`src/rtl/pixel_writer_if.sv`:
```
// Pixel request / VGA write bus for pixel_writer.
// master: the pixel source and observer. slave: the pixel_writer block.
interface pixel_writer_if;
  logic       in_valid;
  logic [7:0] in_x;
  logic [6:0] in_y;
  logic [2:0] in_colour;
  logic       clear_req;
  logic       in_ready;
  logic       plot;
  logic [7:0] out_x;
  logic [6:0] out_y;
  logic [2:0] out_colour;
  logic       busy;
  logic       clear_done;
  logic [7:0] drop_count;

  modport master (
    output in_valid, in_x, in_y, in_colour, clear_req,
    input  in_ready, plot, out_x, out_y, out_colour, busy, clear_done, drop_count
  );

  modport slave (
    input  in_valid, in_x, in_y, in_colour, clear_req,
    output in_ready, plot, out_x, out_y, out_colour, busy, clear_done, drop_count
  );
endinterface

```
`src/rtl/pixel_writer.sv`:
```
// pixel_writer: buffers pixel writes in a 4-entry FIFO and streams them to a
// 160x120 VGA adapter one per cycle; can also sweep the whole screen to
// colour 0 after draining pending pixels.
// Optional macro PIXEL_WRITER_CLIP_EN: off-screen pixels are accepted but
// discarded and counted in drop_count (saturating at 255).
module pixel_writer (
  input  logic         clock,
  input  logic         reset,
  pixel_writer_if.slave pw
);
  localparam logic [7:0] X_MAX = 8'd159;
  localparam logic [6:0] Y_MAX = 7'd119;

  typedef enum logic [1:0] {S_IDLE, S_DRAIN, S_CLEAR} state_t;

  state_t      state_q;
  logic [17:0] mem_q [4];
  logic [1:0]  wr_ptr_q;
  logic [1:0]  rd_ptr_q;
  logic [2:0]  count_q;
  logic [2:0]  count_d;
  logic        clear_pend_q;
  logic [7:0]  sweep_x_q;
  logic [6:0]  sweep_y_q;
  logic        plot_q;
  logic        clear_done_q;
  logic [7:0]  out_x_q;
  logic [6:0]  out_y_q;
  logic [2:0]  out_colour_q;

  logic        fifo_empty;
  logic        accept;
  logic        clip;
  logic        push;
  logic        pop;
  logic [17:0] head;

  assign fifo_empty = (count_q == 3'd0);
  assign pw.in_ready = (count_q < 3'd4) && (state_q != S_CLEAR) && !clear_pend_q;
  assign accept     = pw.in_valid && pw.in_ready;

`ifdef PIXEL_WRITER_CLIP_EN
  localparam logic [7:0] X_LIM = 8'd160;
  localparam logic [6:0] Y_LIM = 7'd120;
  assign clip = (pw.in_x >= X_LIM) || (pw.in_y >= Y_LIM);
`else
  assign clip = 1'b0;
`endif

  assign push = accept && !clip;
  assign pop  = (state_q == S_DRAIN) && !fifo_empty;
  assign head = mem_q[rd_ptr_q];

  // FIFO occupancy after this cycle's push/pop (both at once leaves it unchanged)
  always_comb begin
    count_d = count_q;
    case ({push, pop})
      2'b10:   count_d = count_q + 3'd1;
      2'b01:   count_d = count_q - 3'd1;
      default: count_d = count_q;
    endcase
  end

  // FIFO storage; contents are don't-care until the pointers say otherwise
  always_ff @(posedge clock) begin
    if (push) mem_q[wr_ptr_q] <= {pw.in_x, pw.in_y, pw.in_colour};
  end

  // FIFO pointers and occupancy
  always_ff @(posedge clock or posedge reset) begin
    if (reset) begin
      wr_ptr_q <= 2'd0;
      rd_ptr_q <= 2'd0;
      count_q  <= 3'd0;
    end else begin
      if (push) wr_ptr_q <= wr_ptr_q + 2'd1;
      if (pop)  rd_ptr_q <= rd_ptr_q + 2'd1;
      count_q <= count_d;
    end
  end

`ifdef PIXEL_WRITER_CLIP_EN
  logic [7:0] drop_q;

  // Count accepted-but-clipped pixels, sticking at 255
  always_ff @(posedge clock or posedge reset) begin
    if (reset) begin
      drop_q <= 8'd0;
    end else if (accept && clip && (drop_q != 8'hFF)) begin
      drop_q <= drop_q + 8'd1;
    end
  end

  assign pw.drop_count = drop_q;
`else
  assign pw.drop_count = 8'd0;
`endif

  // Control FSM with registered VGA outputs: drain FIFO, then run any pending clear sweep
  always_ff @(posedge clock or posedge reset) begin
    if (reset) begin
      state_q      <= S_IDLE;
      clear_pend_q <= 1'b0;
      sweep_x_q    <= 8'd0;
      sweep_y_q    <= 7'd0;
      plot_q       <= 1'b0;
      clear_done_q <= 1'b0;
      out_x_q      <= 8'd0;
      out_y_q      <= 7'd0;
      out_colour_q <= 3'd0;
    end else begin
      plot_q       <= 1'b0;
      clear_done_q <= 1'b0;
      // A request during an active sweep is dropped; a repeat while pending is a no-op
      if (pw.clear_req && (state_q != S_CLEAR)) clear_pend_q <= 1'b1;

      case (state_q)
        S_IDLE: begin
          if (!fifo_empty) begin
            state_q <= S_DRAIN;
          end else if (clear_pend_q) begin
            state_q   <= S_CLEAR;
            sweep_x_q <= 8'd0;
            sweep_y_q <= 7'd0;
          end
        end
        S_DRAIN: begin
          if (pop) begin
            plot_q                             <= 1'b1;
            {out_x_q, out_y_q, out_colour_q}   <= head;
          end else if (clear_pend_q) begin
            state_q   <= S_CLEAR;
            sweep_x_q <= 8'd0;
            sweep_y_q <= 7'd0;
          end else begin
            state_q <= S_IDLE;
          end
        end
        S_CLEAR: begin
          plot_q       <= 1'b1;
          out_x_q      <= sweep_x_q;
          out_y_q      <= sweep_y_q;
          out_colour_q <= 3'd0;
          if (sweep_x_q == X_MAX) begin
            sweep_x_q <= 8'd0;
            if (sweep_y_q == Y_MAX) begin
              sweep_y_q    <= 7'd0;
              clear_done_q <= 1'b1;
              clear_pend_q <= 1'b0;
              state_q      <= S_IDLE;
            end else begin
              sweep_y_q <= sweep_y_q + 7'd1;
            end
          end else begin
            sweep_x_q <= sweep_x_q + 8'd1;
          end
        end
        default: state_q <= S_IDLE;
      endcase
    end
  end

  assign pw.plot       = plot_q;
  assign pw.out_x      = out_x_q;
  assign pw.out_y      = out_y_q;
  assign pw.out_colour = out_colour_q;
  assign pw.clear_done = clear_done_q;
  assign pw.busy       = !fifo_empty || clear_pend_q || (state_q != S_IDLE);
endmodule
```
`src/flat_wrapper.sv`:
```
// flat-port wrapper written by rule: the top's interface ports become plain ports
module pixel_writer_flat 
  (clock, reset, pw_in_valid, pw_in_x, pw_in_y, pw_in_colour, pw_clear_req, pw_in_ready, pw_plot, pw_out_x, pw_out_y, pw_out_colour, pw_busy, pw_clear_done, pw_drop_count);
  pixel_writer_if pw_i ();
  input  logic clock;
  input  logic reset;
  input wire logic [$bits(pw_i.in_valid)-1:0] pw_in_valid;
  input wire logic [$bits(pw_i.in_x)-1:0] pw_in_x;
  input wire logic [$bits(pw_i.in_y)-1:0] pw_in_y;
  input wire logic [$bits(pw_i.in_colour)-1:0] pw_in_colour;
  input wire logic [$bits(pw_i.clear_req)-1:0] pw_clear_req;
  output wire logic [$bits(pw_i.in_ready)-1:0] pw_in_ready;
  output wire logic [$bits(pw_i.plot)-1:0] pw_plot;
  output wire logic [$bits(pw_i.out_x)-1:0] pw_out_x;
  output wire logic [$bits(pw_i.out_y)-1:0] pw_out_y;
  output wire logic [$bits(pw_i.out_colour)-1:0] pw_out_colour;
  output wire logic [$bits(pw_i.busy)-1:0] pw_busy;
  output wire logic [$bits(pw_i.clear_done)-1:0] pw_clear_done;
  output wire logic [$bits(pw_i.drop_count)-1:0] pw_drop_count;
  assign pw_i.in_valid = pw_in_valid;
  assign pw_i.in_x = pw_in_x;
  assign pw_i.in_y = pw_in_y;
  assign pw_i.in_colour = pw_in_colour;
  assign pw_i.clear_req = pw_clear_req;
  assign pw_in_ready = pw_i.in_ready;
  assign pw_plot = pw_i.plot;
  assign pw_out_x = pw_i.out_x;
  assign pw_out_y = pw_i.out_y;
  assign pw_out_colour = pw_i.out_colour;
  assign pw_busy = pw_i.busy;
  assign pw_clear_done = pw_i.clear_done;
  assign pw_drop_count = pw_i.drop_count;
  pixel_writer u_core (.clock(clock), .reset(reset), .pw(pw_i));
endmodule
```
`config.mk`:
```
export PLATFORM = sky130hd
export DESIGN_NAME = pixel_writer_flat
export DESIGN_NICKNAME = d
export VERILOG_FILES = /design/src/rtl/pixel_writer_if.sv /design/src/rtl/pixel_writer.sv /design/src/flat_wrapper.sv
export SDC_FILE = /design/constraint.sdc
export NUM_CORES = 1
export LEC_CHECK = 0
export ABC_CLOCK_PERIOD_IN_PS = 6600
export BUFFER_PORTS_ARGS = -buffer_cell sky130_fd_sc_hd__buf_4
export CORE_AREA = 4 4 97 99
export DETAILED_ROUTE_END_ITERATION = 10
export DIE_AREA = 0 0 101 103
export PLACE_DENSITY = 0.8
export SETUP_SLACK_MARGIN = 0.3
export SLEW_MARGIN = 5
export SYNTH_ARGS = -nofsm -noshare
export SYNTH_HDL_FRONTEND = slang
export SYNTH_SLANG_ARGS = --single-unit
```
`constraint.sdc`:
```
create_clock -name clock -period 6.6 [get_ports clock]
set_input_delay 0.99 -clock clock [delete_from_list [all_inputs] [get_ports clock]]
set_output_delay 0.99 -clock clock [all_outputs]
set_load 0.05 [all_outputs]
```
==> summary.md, run 1 <==
| Metric | Value |
|---|---|
| Status | complete, no violations |
| DIE AREA | approximately 10,000 sq um |
| Antenna viol nets, final | 0 |
| Post-synthesis cell area | 5080 sq um |
| CTS Buffer Depth | 2 |
| Setup TNS | 0 ns |
| Total gr overflow | 0 |
| Seq/Total Area, Yosys | 0.647 |
| Worst VDD drop | 0.299 mV |
| Worst-Skew Late Latency | approximately 0.5 ns |
| Die Width | 101 um |
| GP Congestion | about 0.80 |
| Syn_area_per_cell | 14.7 sq um |
| Minimum clock period | 3.42 ns |
| Wirelength per Cell | 19.1 um |
| Syn-to-layout area delta | 19.5% |
| Async S/R FF share, synth | 0.385 |
| RSZ-0062 raised after global routing | no |
| Input/output buffers | 43 |
| Crit path max fanout | 20 |
| Period utilization | 0.517 |
| TritonCTS Buffers | 17 |
| WP data arrival | ~2.4 ns |
| Fill count | about 530 |
| Worst Hold Depth | 2 |
| Power Density | 462 nW/um^2 |
| Vias/cell | roughly 6 |
| RR Startpoint | u_core.state_q[0]$_DFFE_PP0P_ |
| Area of placed instances | 5470 sq um |
| Worst Setup End Kind | output pin |
| Seq cells post-synth | 117 |
| R2r setup slk | 3.69 ns |
| Reg-to-Reg End | u_core.count_q[1]$_DFFE_PP0P_ |
| Row count | 34 |
| # H-tree levels | 4 |
| Via Count | between 3,000 and 4,000 |
| GR Util All Layers | 0.205 |
| Post-CTS Hold Buffers | 0 |
| DP HPWL | 6.25 mm |
| First-pass GRT wire length | 15.8 mm |
| Ys Warns | 0 |
| Hold Crit Class | reg -> reg |
| Final Util | 0.710 |
| Antenna violations before repair | 0 |
| Worst Path Required | 5.61 ns |
| Largest net degree at the start of global routing | 46 |
| First DRT Iteration DRCs | between 150 and 200 |
| Final Setup Violations | 0 |
| Max frequency | 293 MHz |
| Worst-Margin Slew | 0.933 ns |
| Drt first pass iters | 7 |
| Post_cts resized | 0 |
| Number of enable flip-flop cells after synthesis | 72 |
| Setup CP Type | reg -> out |
| Clk pin slew, worst setup/hold paths | 0.06 ns |
| Hold endpoint | u_core.pw.out_x[5]$_DFFE_PP0P_ |
| Post-Syn Instances | ~350 |
| Vias in the first global route | 3,077 |
| Fin area | 6070 sq um |
| Synth unique cells | 51 |
| Root Buffer | clkbuf_8 |
| Postcts setup bufs | 0 |
| Skew final | between 0.009 and 0.01 ns |
| Slew headroom | 0.378 |
| Layout cells sized above 1 | 0.251 |
| Startpoint types | register |
| Initial core utilization | 0.594 |
| Reg2reg path depth | 9 |
| Top_reg_cell synth | edfxtp_1 |
| Diodes inserted | 0 |
| Routed WL | 9.87 mm |
| CTS tree | built |
| Startpoint of the worst hold path | u_core.pw.out_x[5]$_DFFE_PP0P_ |
| Final Hold Fails | 0 |
| Die height | 103 um |
| Core footprint | 8550 sq um |
| Layout Nets | 431 |
| I/O pin cnt | 52 |
| Clock sink total | 117 |
| # Max-Cap Violations | 0 |
| Max Slew Vio Count | 0 |
| # DRC | 0 |
| Static leakage | ~2.4 nW |
==> per-layer routing <==
layer	wire, um	track usage
met1	4150	0.264
met2	5150	0.346
met3	473	0.0541
met4	102	0.0644
met5	0	0
==> layout make-up <==
class	count	area, sq um	area share
inverter	13	48.8	0.00804
clock inverter	15	191	0.0315
timing repair buffer	46	345	0.0569
tap	108	135	0.0223
sequential	117	3290	0.542
multi-input combinational	202	1650	0.271
clock buffer	17	414	0.0682
==> critical path, cell delays in order (launching register included) <==
cell	delay (ns)
dfrtp_1	0.39
inv_1	0.09
ha_1	0.47
nor3_1	0.65
buf_4	0.32
==> synthesized netlist by cell type (5+ instances only) <==
cell type / n / area share
inv_1: 12 / 0.0089
and3_1: 8 / 0.0099
o31ai_1: 5 / 0.0074
ha_1: 11 / 0.027
nand3_1: 7 / 0.0069
mux4_2: 18 / 0.080
nor3_1: 5 / 0.0049
dfrtp_1: 45 / 0.22
o21ai_0: 21 / 0.021
buf_2: 7 / 0.0069
a21oi_1: 7 / 0.0069
nor2_1: 9 / 0.0066
buf_4: 8 / 0.012
nand2_1: 33 / 0.024
mux2i_1: 18 / 0.035
edfxtp_1: 72 / 0.43
==> stage by stage <==
stage / setup slack [ns] / hold WS [ns] / instances / power, mW
2_1_floorplan: 3.31 / 0.475 / 353 / 1.65
3_3_place_gp: 3.85 / 0.464 / 486 / 1.85
3_5_place_dp: 3.76 / 0.477 / 486 / 1.88
4_1_cts: 3.22 / 0.492 / 518 / 2.82
5_1_grt: 3.03 / 0.529 / 518 / 2.94
6_report: 3.18 / 0.483 / 518 / 2.80
==> cells in the final DEF (no fill, tap or decap), types with 3 or more instances in the layout <==
master and count:
inv_1 11, nor4_1 3, and3_1 8, nor2_1 9, xnor2_1 4, nor3_1 5, a21oi_1 6, mux4_2 18
nand4_1 4, edfxtp_1 72, bufinv_16 3, nand2_1 33, a22o_1 4, ha_1 11, buf_4 46, clkbuf_16 16
o21ai_1 3, inv_6 7, nand3_1 7, mux2i_1 18, xor2_1 3, dfrtp_1 45, o31ai_1 5, conb_1 8
o21ai_0 21
==> flip-flops by register name (all words and copies together), names as in the netlist <==
name and flops:
u_core.sweep_x_q 8, u_core.rd_ptr_q 2, u_core.mem_q 72, u_core.wr_ptr_q 2, u_core.pw.plot 1, u_core.pw.clear_done 1, u_core.count_q 3, u_core.clear_pend_q 1
u_core.state_q 2, u_core.pw.out_colour 3, u_core.pw.out_x 8, u_core.sweep_y_q 7, u_core.pw.out_y 7
==> report_power, final <==
group	internal, mW	switching, mW
registers	0.861	0.0939
logic	0.344	0.572
clock network	0.585	0.347
==> logic make-up (layout without fill, tap and decap cells) <==
kind of cell,Yosys count,in the layout,share of synthesized area
fa+ha+maj,12,12,0.0310
xor+xnor,7,7,0.0121
mux,37,37,0.117
compound gates,55,55,0.0734
flops,117,117,0.647
buf+inv,34,91,0.0342
simple gates,83,83,0.0837
other cells,1,8,0.000738
==> worst max path at each step <==
stage	startpoint	end	slack (ns)	cells past startpoint
4_1_cts	u_core.state_q[0]$_DFFE_PP0P_	pw_in_ready	3.22	4
3_5_place_dp	u_core.state_q[0]$_DFFE_PP0P_	u_core.count_q[2]$_DFFE_PP0P_	3.76	11
3_3_place_gp	u_core.state_q[0]$_DFFE_PP0P_	pw_in_ready	3.85	4
5_1_grt	u_core.state_q[0]$_DFFE_PP0P_	pw_in_ready	3.03	4
2_1_floorplan	u_core.state_q[0]$_DFFE_PP0P_	u_core.count_q[1]$_DFFE_PP0P_	3.31	10
6_report	u_core.state_q[0]$_DFFE_PP0P_	pw_in_ready	3.18	4
Power figures use the tool's default switching activity.
==> inputs of run 2 (changes only) <==
Settings changed: ABC_AREA set to 1, ABC_CLOCK_PERIOD_IN_PS 6600 to 2700, CORE_AREA 4 4 97 99 to 4 4 105 107, DIE_AREA 0 0 101 103 to 0 0 109 111, PLACE_DENSITY 0.8 to 0.75.
Clock period 6.6 ns to 2.7 ns, I/O delays scaled along.
==> run 2 against run 1 <==
Sequential power rose by 140%. Non-clock buffer count rose by 6. Highest routed layer unchanged. Sequential share of layout area down 2.0 points. Clock skew is essentially flat. Register-to-register slack lost 3.1 ns. Global-route usage decreased by 0.13 points.
==> summary.md, run 2 <==
| Metric | Value |
|---|---|
| Post-CTS Hold Buffers | 0 (unchanged) |
| Worst Path Required | 3.10 ns (-2.51 ns) |
| P_int | 4.32 mW (+140%) |
| Top post-synthesis cells by area | edfxtp_1 41%, dfrtp_1 21%, nand2_1 8.0% |
| Largest reg by FF count | u_core.mem_q |
| Setup TNS | 0 ns (unchanged) |
| Postcts setup bufs | 0 (unchanged) |
| Max FFs per register | 72 (unchanged) |
| Worst path cell trace | inv_1 > ha_1 > buf_4 > inv_4 > a21oi_4 > nand3_1 > a21oi_1 > nor2_1 |
| Worst-Skew Late Latency | 0.52 ns (+0.02 ns) |
| DIE AREA | 12,100 sq um (+16%) |
| DP HPWL | 7.07 mm (+13%) |
| Minimum setup slack after placement | 0.634 ns (-3.13 ns) |
| Period utilization | 0.776 |
| Input/output buffers | 43 (unchanged) |
| # H-tree levels | 4 (unchanged) |
| Antenna violations before repair | 0 (unchanged) |
| Delay-heaviest family, CP | buffers and inverters |
| TritonCTS Buffers | 17 (unchanged) |
| Via Count | 3,820 (+24%) |
| Status | complete, no violations |
| Seq cells post-synth | 117 (unchanged) |
| Diodes inserted | 0 (unchanged) |
| Worst-Margin Slew | 0.943 ns (+0.0101 ns) |
| Slew headroom | 0.370 (-0.00767) |
| Syn_area_per_cell | 10.0 sq um (-32%) |
| Antenna viol nets, final | 0 (unchanged) |
| Flop pwr share | 0.316 (-0.025) |
| Minimum clock period | 2.10 ns |
| Die height | 111 um (+7.8%) |
| Final setup margin | 0.605 ns (-2.58 ns) |
| Post-synthesis cell area | 5290 sq um (+4.2%) |
| Total gr overflow | 0 (unchanged) |
| Worst path bufs/invs | 3 (+1) |
| Static leakage | 2.68 nW (+9.7%) |
| Worst VDD drop | 0.503 mV (+68%) |
| RSZ-0062 raised after global routing | no |
| Skew final | 0.00919 ns (-0.000390 ns) |
| Largest net degree at the start of global routing | 46 (unchanged) |
| Post_cts resized | 0 (unchanged) |
| Seq/Total Area, Yosys | 0.621 (-0.0259) |
| Crit path max fanout | 26 (+30%) |
| Number of enable flip-flop cells after synthesis | 72 (unchanged) |
| Switch Pwr | 2.92 mW (+190%) |
| Initial core utilization | 0.522 (-0.0722) |
| Startpoint types | register |
| Count leader, synth | nand2_1 |
| Layout Nets | 610 (+42%) |
| Setup CP Type | reg -> reg |
| Ys Warns | 0 (unchanged) |
| Comb power frac | 0.383 (+0.056) |
| GR Util All Layers | 0.204 (-0.00127) |
| Vias in the first global route | 3,822 (+24%) |
| Row count | 37 (+8.8%) |
| Root Buffer | clkbuf_8 |
| Hold Crit Class | in -> reg |
| Most common cell after layout, fill and taps aside | nand2_1 |
| # DRC | 0 (unchanged) |
| Routed WL | 11.3 mm (+15%) |
| Switching share of power | 0.403 (+0.0420) |
| Clock power share | 0.301 (-0.032) |
| Core footprint | 10,100 sq um (+19%) |
| Final Setup Violations | 0 (unchanged) |
| Power Density | 1150 nW/um^2 (+150%) |
| CTS tree | built |
| Post-Syn Instances | 527 (+52%) |
| Syn-to-layout area delta | 19.1% |
| Commonest cells after routing, fill and taps aside | 113 x nand2_1, 82 x nor2_1, 72 x edfxtp_1 |
| First-pass GRT wire length | 19.0 mm (+20%) |
| Area leader, netlist | edfxtp_1 |
| Slowest-stage cell, CP | dfrtp_1 |
| GP Congestion | 0.904 (+13%) |
| Reg2reg path depth | 8 (-1) |
| CTS Buffer Depth | 2 (unchanged) |
| RR Startpoint | u_core.state_q[0]$_DFFE_PP0P_ |
| Clk pin slew, worst setup/hold paths | 0.06 ns (about the same) |
| Wirelength per Cell | 15.6 um (-18%) |
| Clock sink total | 117 (unchanged) |
| Async S/R FF share, synth | 0.385 (unchanged) |
| Max frequency | between 400 and 500 MHz |
| Crit path launch | u_core.state_q[0]$_DFFE_PP0P_ |
| Synth top area share | 0.409 (-0.0170) |
| Reg-to-Reg End | u_core.sweep_x_q[2]$_DFFE_PP0P_ |
| Layout cells sized above 1 | 0.189 (-0.0624) |
| Final Hold Fails | 0 (unchanged) |
| Crit path capture | u_core.sweep_x_q[2]$_DFFE_PP0P_ |
| Top_reg_cell synth | edfxtp_1 |
| # Max-Cap Violations | 0 (unchanged) |
| Crit-path max cell delay | 0.41 ns (-0.24 ns) |
| Critical Path Stages | 8 (+4) |
| Max Slew Vio Count | 0 (unchanged) |
| Synth unique cells | 34 (-33%) |
| I/O pin cnt | 52 (unchanged) |
| First DRT Iteration DRCs | 318 (+67%) |
| Worst Setup End Kind | register |
| WP data arrival | 2.50 ns (+0.07 ns) |
| Vias/cell | 5.28 (-11%) |
| R2r setup slk | 0.60 ns (-3.09 ns) |
| Die Width | 109 um (+7.9%) |
| Drt first pass iters | 5 (-2) |
| Synth cell count leaders | 113 x nand2_1, 86 x nor2_1, 72 x edfxtp_1 |
## run 2: cell types whose count changed after synthesis, moves of 5 or more
| cell | before | now |
|---|---|---|
| nand2_2 | 0 | 9 |
| and3_1 | 8 | 0 |
| inv_1 | 12 | 30 |
| nand2_1 | 33 | 113 |
| o21ai_0 | 21 | 41 |
| mux4_2 | 18 | 0 |
| mux2i_1 | 18 | 0 |
| nand3_1 | 7 | 43 |
| o31ai_1 | 5 | 0 |
| nor2_1 | 9 | 86 |
## run 2: per-stage QoR
step | power (mW) | cell area (sq um) | hold WS [ns] | util | cells
after floorplan | 4.38 | 5340 | 0.446 | - | 534
after global placement | 4.99 | 5730 | 0.462 | 0.565 | 693
after detailed placement | 5.07 | 5730 | 0.466 | 0.565 | 693
after CTS | 7.29 | 6300 | 0.0745 | 0.622 | 724
after global routing | 7.72 | 6300 | 0.0706 | 0.622 | 724
final | 7.24 | 6300 | 0.0854 | 0.622 | 724
## run 2: how the worst min path moves through the flow
stage,startpoint,to,slack [ns],depth (start not counted)
3_3_place_gp,u_core.count_q[0]$_DFFE_PP0P_,u_core.count_q[0]$_DFFE_PP0P_,0.46,1
5_1_grt,pw_in_x[1],u_core.mem_q[0][11]$_DFFE_PP_,0.07,1
3_5_place_dp,u_core.count_q[0]$_DFFE_PP0P_,u_core.count_q[0]$_DFFE_PP0P_,0.47,1
6_report,pw_in_colour[2],u_core.mem_q[1][2]$_DFFE_PP_,0.09,1
4_1_cts,pw_in_x[1],u_core.mem_q[0][11]$_DFFE_PP_,0.07,1
2_1_floorplan,u_core.count_q[0]$_DFFE_PP0P_,u_core.count_q[0]$_DFFE_PP0P_,0.45,1
## run 2: cells by family (layout without fill, tap and decap cells)
family	count (synthesis)	count (layout)	share of synthesized area
AND/OR/NAND/NOR	267	267	0.217
flip-flops	117	117	0.621
buffers and inverters	63	117	0.0570
AO/OA/AOI/OAI	62	62	0.0655
adder cells (fa/ha/maj)	12	12	0.0298
XOR/XNOR	5	5	0.00828
other	1	8	0.000709
## run 2: layer usage
layer | global-route usage | part of all wire | wire length (um) | up-vias
met2 | 0.317 | 0.49 | 5530 | 166
met1 | 0.279 | 0.42 | 4700 | 1798
met5 | 0 | 0 | 0 | -
met3 | 0.0466 | 0.075 | 852 | 22
li1 | - | - | - | 1834
met4 | 0.0783 | 0.020 | 226 | 0
## run 2: final cells by class
type	instances	area, sq um
clock buffers	18	418
clock inverters	13	158
multi-input cells	354	1750
well taps	136	170
fillers	777	3830
repair buffers	52	390
inverters	34	130
flip-flops and latches	117	3290
## run 2: power by group through the flow
| stage | Combinational [mW] | Clock [mW] | Sequential [mW] |
|---|---|---|---|
| 2_1_floorplan | 1.65 | 0 | 2.73 |
| 3_3_place_gp | 2.68 | 0 | 2.31 |
| 3_5_place_dp | 2.75 | 0 | 2.32 |
| 4_1_cts | 2.78 | 2.21 | 2.29 |
| 5_1_grt | 3.10 | 2.31 | 2.32 |
| 6_report | 2.77 | 2.18 | 2.29 |
==> inputs of run 3 (changes only) <==
Settings changed: ABC_CLOCK_PERIOD_IN_PS 2700 to 1800.
Clock period 2.7 ns to 1.8 ns, I/O delays scaled along.
==> run 3 against run 2 <==
The flow now finishes with violations (negative setup slack). Clock power grew 52%. Flip-flop and latch count unchanged. Clock-buffer cell count down 1. Sequential share of layout area is 7.2 points lower. Routed wire length rose by 20%. Global-route usage is 1.9 points higher. Die area is the same. Final area rose by 16%. Critical endpoint is now u_core.count_q[1]$_DFFE_PP0P_.
==> summary.md, run 3 (synthesized netlist as in run 2, its figures left out) <==
| Metric | Value |
|---|---|
| Worst Path Required | 2.23 ns (-0.87 ns) |
| DIE AREA | 12,100 sq um (unchanged) |
| Drt first pass iters | 7 (+2) |
| Skew final | 0.00620 ns (-0.00299 ns) |
| CTS Buffer Depth | 2 (unchanged) |
| First-pass GRT wire length | 20.7 mm (+8.8%) |
| CTS tree | built |
| Routed WL | 13.6 mm (+20%) |
| Final setup margin | -0.0452 ns (-0.650 ns) |
| Max Slew Vio Count | 0 (unchanged) |
| Reg2reg path depth | 8 (unchanged) |
| WP data arrival | 2.28 ns (-0.22 ns) |
| Clock sink total | 117 (unchanged) |
| Syn-to-layout area delta | 38.1% |
| Antenna violations before repair | 0 (unchanged) |
| GP Congestion | 0.860 (-4.9%) |
| Status | complete, but fails checks |
| P_int | 7.29 mW (+69%) |
| Cell mode on critical path | ha_4 |
| RSZ-0062 raised after global routing | yes |
| Slew headroom | 0.628 (+0.258) |
| # H-tree levels | 4 (unchanged) |
| Layout cells sized above 1 | 0.295 (+0.106) |
| Minimum clock period | 1.85 ns (-0.250 ns) |
| Layout Nets | 666 (+9.2%) |
| # Max-Cap Violations | 0 (unchanged) |
| Worst VDD drop | 1.02 mV (+100%) |
| Crit-path max cell delay | 0.41 ns (about the same) |
| Crit path max fanout | 3 (-88%) |
| Via Count | 4,273 (+12%) |
| Clk pin slew, worst setup/hold paths | 0.06 ns (about the same) |
| Final Setup Violations | 8 (+8) |
| I/O pin cnt | 52 (unchanged) |
| Root Buffer | clkbuf_8 |
| Area of placed instances | 6010 sq um (+5.0%) |
| Switch Pwr | 5.12 mW (+75%) |
| Startpoint types | register |
| Placed cells | 712 (+2.7%) |
| First DRT Iteration DRCs | 319 (+0.31%) |
| Max frequency | 542 MHz (+14%) |
| Vias/cell | 5.47 (+3.7%) |
| Total power draw | 12.4 mW (+71%) |
| Most common cell after layout, fill and taps aside | nand2_1 |
| Max FFs per register | 72 (unchanged) |
| Power Density | 1700 nW/um^2 (+48%) |
| Largest net degree at the start of global routing | 28 (-39%) |
| Vias in the first global route | 4,166 (+9.0%) |
| Worst Setup End Kind | register |
| Setup CP Type | reg -> reg |
| TritonCTS Buffers | 17 (unchanged) |
| Comb power frac | 0.458 (+0.075) |
| Hold slack | 0.0137 ns (-0.0717 ns) |
| Input/output buffers | 43 (unchanged) |
| Wirelength per Cell | 17.4 um (+12%) |
| Core footprint | 10,100 sq um (unchanged) |
| Worst Hold Depth | 3 (+2) |
| Row count | 37 (unchanged) |
| Static leakage | 3.12 nW (+17%) |
| Worst-Margin Slew | 0.557 ns (-0.386 ns) |
| Commonest cells after routing, fill and taps aside | 108 x nand2_1, 79 x nor2_1, 72 x edfxtp_1 |
| Die Width | 109 um (unchanged) |
| Worst path cell trace | buf_6 > ha_4 > nor3_4 > nand2_4 > ha_4 > inv_4 > fa_2 > o21ai_1 |
| Hold Crit Class | in -> reg |
| DP HPWL | 7.55 mm (+6.7%) |
| Largest reg by FF count | u_core.mem_q |
| Clock power share | 0.266 (-0.035) |
| Total gr overflow | 0 (unchanged) |
| Initial core utilization | 0.522 (unchanged) |
| # DRC | 0 (unchanged) |
| Non-Filler Instances | 781 (+7.9%) |
| Period utilization | 1.03 (+0.249) |
| GR Util All Layers | 0.223 (+0.0192) |
| Switching share of power | 0.413 (+0.00937) |
| Violated checks | negative setup slack |
| Slowest-stage cell, CP | fa_2 |
| Die height | 111 um (unchanged) |
| Diodes inserted | 0 (unchanged) |
| Flop pwr share | 0.276 (-0.040) |
| Final Hold Fails | 0 (unchanged) |
| Worst-Skew Late Latency | 0.51 ns (about the same) |
| Antenna viol nets, final | 0 (unchanged) |
| Fin area | 7310 sq um (+16%) |
-- run 3: timing repair --
item	CTS	global route
setup endpoints to repair	113	113
resized for setup	31	42
setup buffers	3	11
gates cloned	3	1
hold endpoints to repair	95	0
hold buffers	19	0
pin swaps	1	14
-- run 3: metrics by stage --
step / utilization / TNS (ns) / worst slack (ns)
finish: 0.721 / -0.173 / -0.0452
global route: 0.721 / -1.10 / -0.0963
CTS: 0.692 / -0.607 / -0.0663
detailed placement: 0.593 / -0.0787 / -0.0787
global placement: 0.593 / -0.0122 / -0.0122
floorplan: - / -24.64 / -0.458
-- run 3: final timing paths --
check / startpoint / to / slack, ns
setup / recovery: u_core.state_q[1]$_DFFE_PP0P_ / u_core.count_q[1]$_DFFE_PP0P_ / -0.05
hold / removal: pw_clear_req / u_core.clear_pend_q$_DFF_PP0_ / 0.01
setup reg to reg: u_core.state_q[1]$_DFFE_PP0P_ / u_core.count_q[1]$_DFFE_PP0P_ / -0.05
hold reg to reg: u_core.pw.out_y[5]$_DFFE_PP0P_ / u_core.pw.out_y[5]$_DFFE_PP0P_ / 0.48
max in group asynchronous: reset / u_core.sweep_x_q[0]$_DFFE_PP0P_ / 0.91
min in group asynchronous: reset / u_core.count_q[0]$_DFFE_PP0P_ / 0.37
-- run 3: critical path, delay by kind of cell, from the launching register on --
kind / cells / cell delay (ns)
DFF: 1 / 0.40
AOI/OAI and AO/OA: 1 / 0.17
and+or+nand+nor: 2 / 0.26
buffers and inverters: 2 / 0.18
adders and majority gates: 3 / 0.74
-- run 3: area by class of cell --
class	count	area, sq um
sequential	117	3290
fill	630	2830
timing repair buffer	108	1100
clock buffer	17	414
inverter	34	148
multi-input combinational	354	2020
tap	136	170
clock inverter	15	169
-- run 3: power by group through the flow --
| stage | sequential, mW | clock [mW] | combinational [mW] |
|---|---|---|---|
| final | 3.42 | 3.31 | 5.69 |
| after global routing | 3.46 | 3.48 | 6.12 |
| after CTS | 3.42 | 3.31 | 5.08 |
| after detailed placement | 3.47 | 0 | 4.62 |
| after global placement | 3.45 | 0 | 4.51 |
| after floorplan | 4.10 | 0 | 2.55 |
-- run 3: per-layer routing --
layer | share of wire | track usage | up-vias
met2 | 0.52 | 0.370 | 209
met3 | 0.065 | 0.0577 | 49
met5 | 0 | 0 | -
met4 | 0.033 | 0.0918 | 0
met1 | 0.38 | 0.275 | 2066
li1 | - | - | 1949
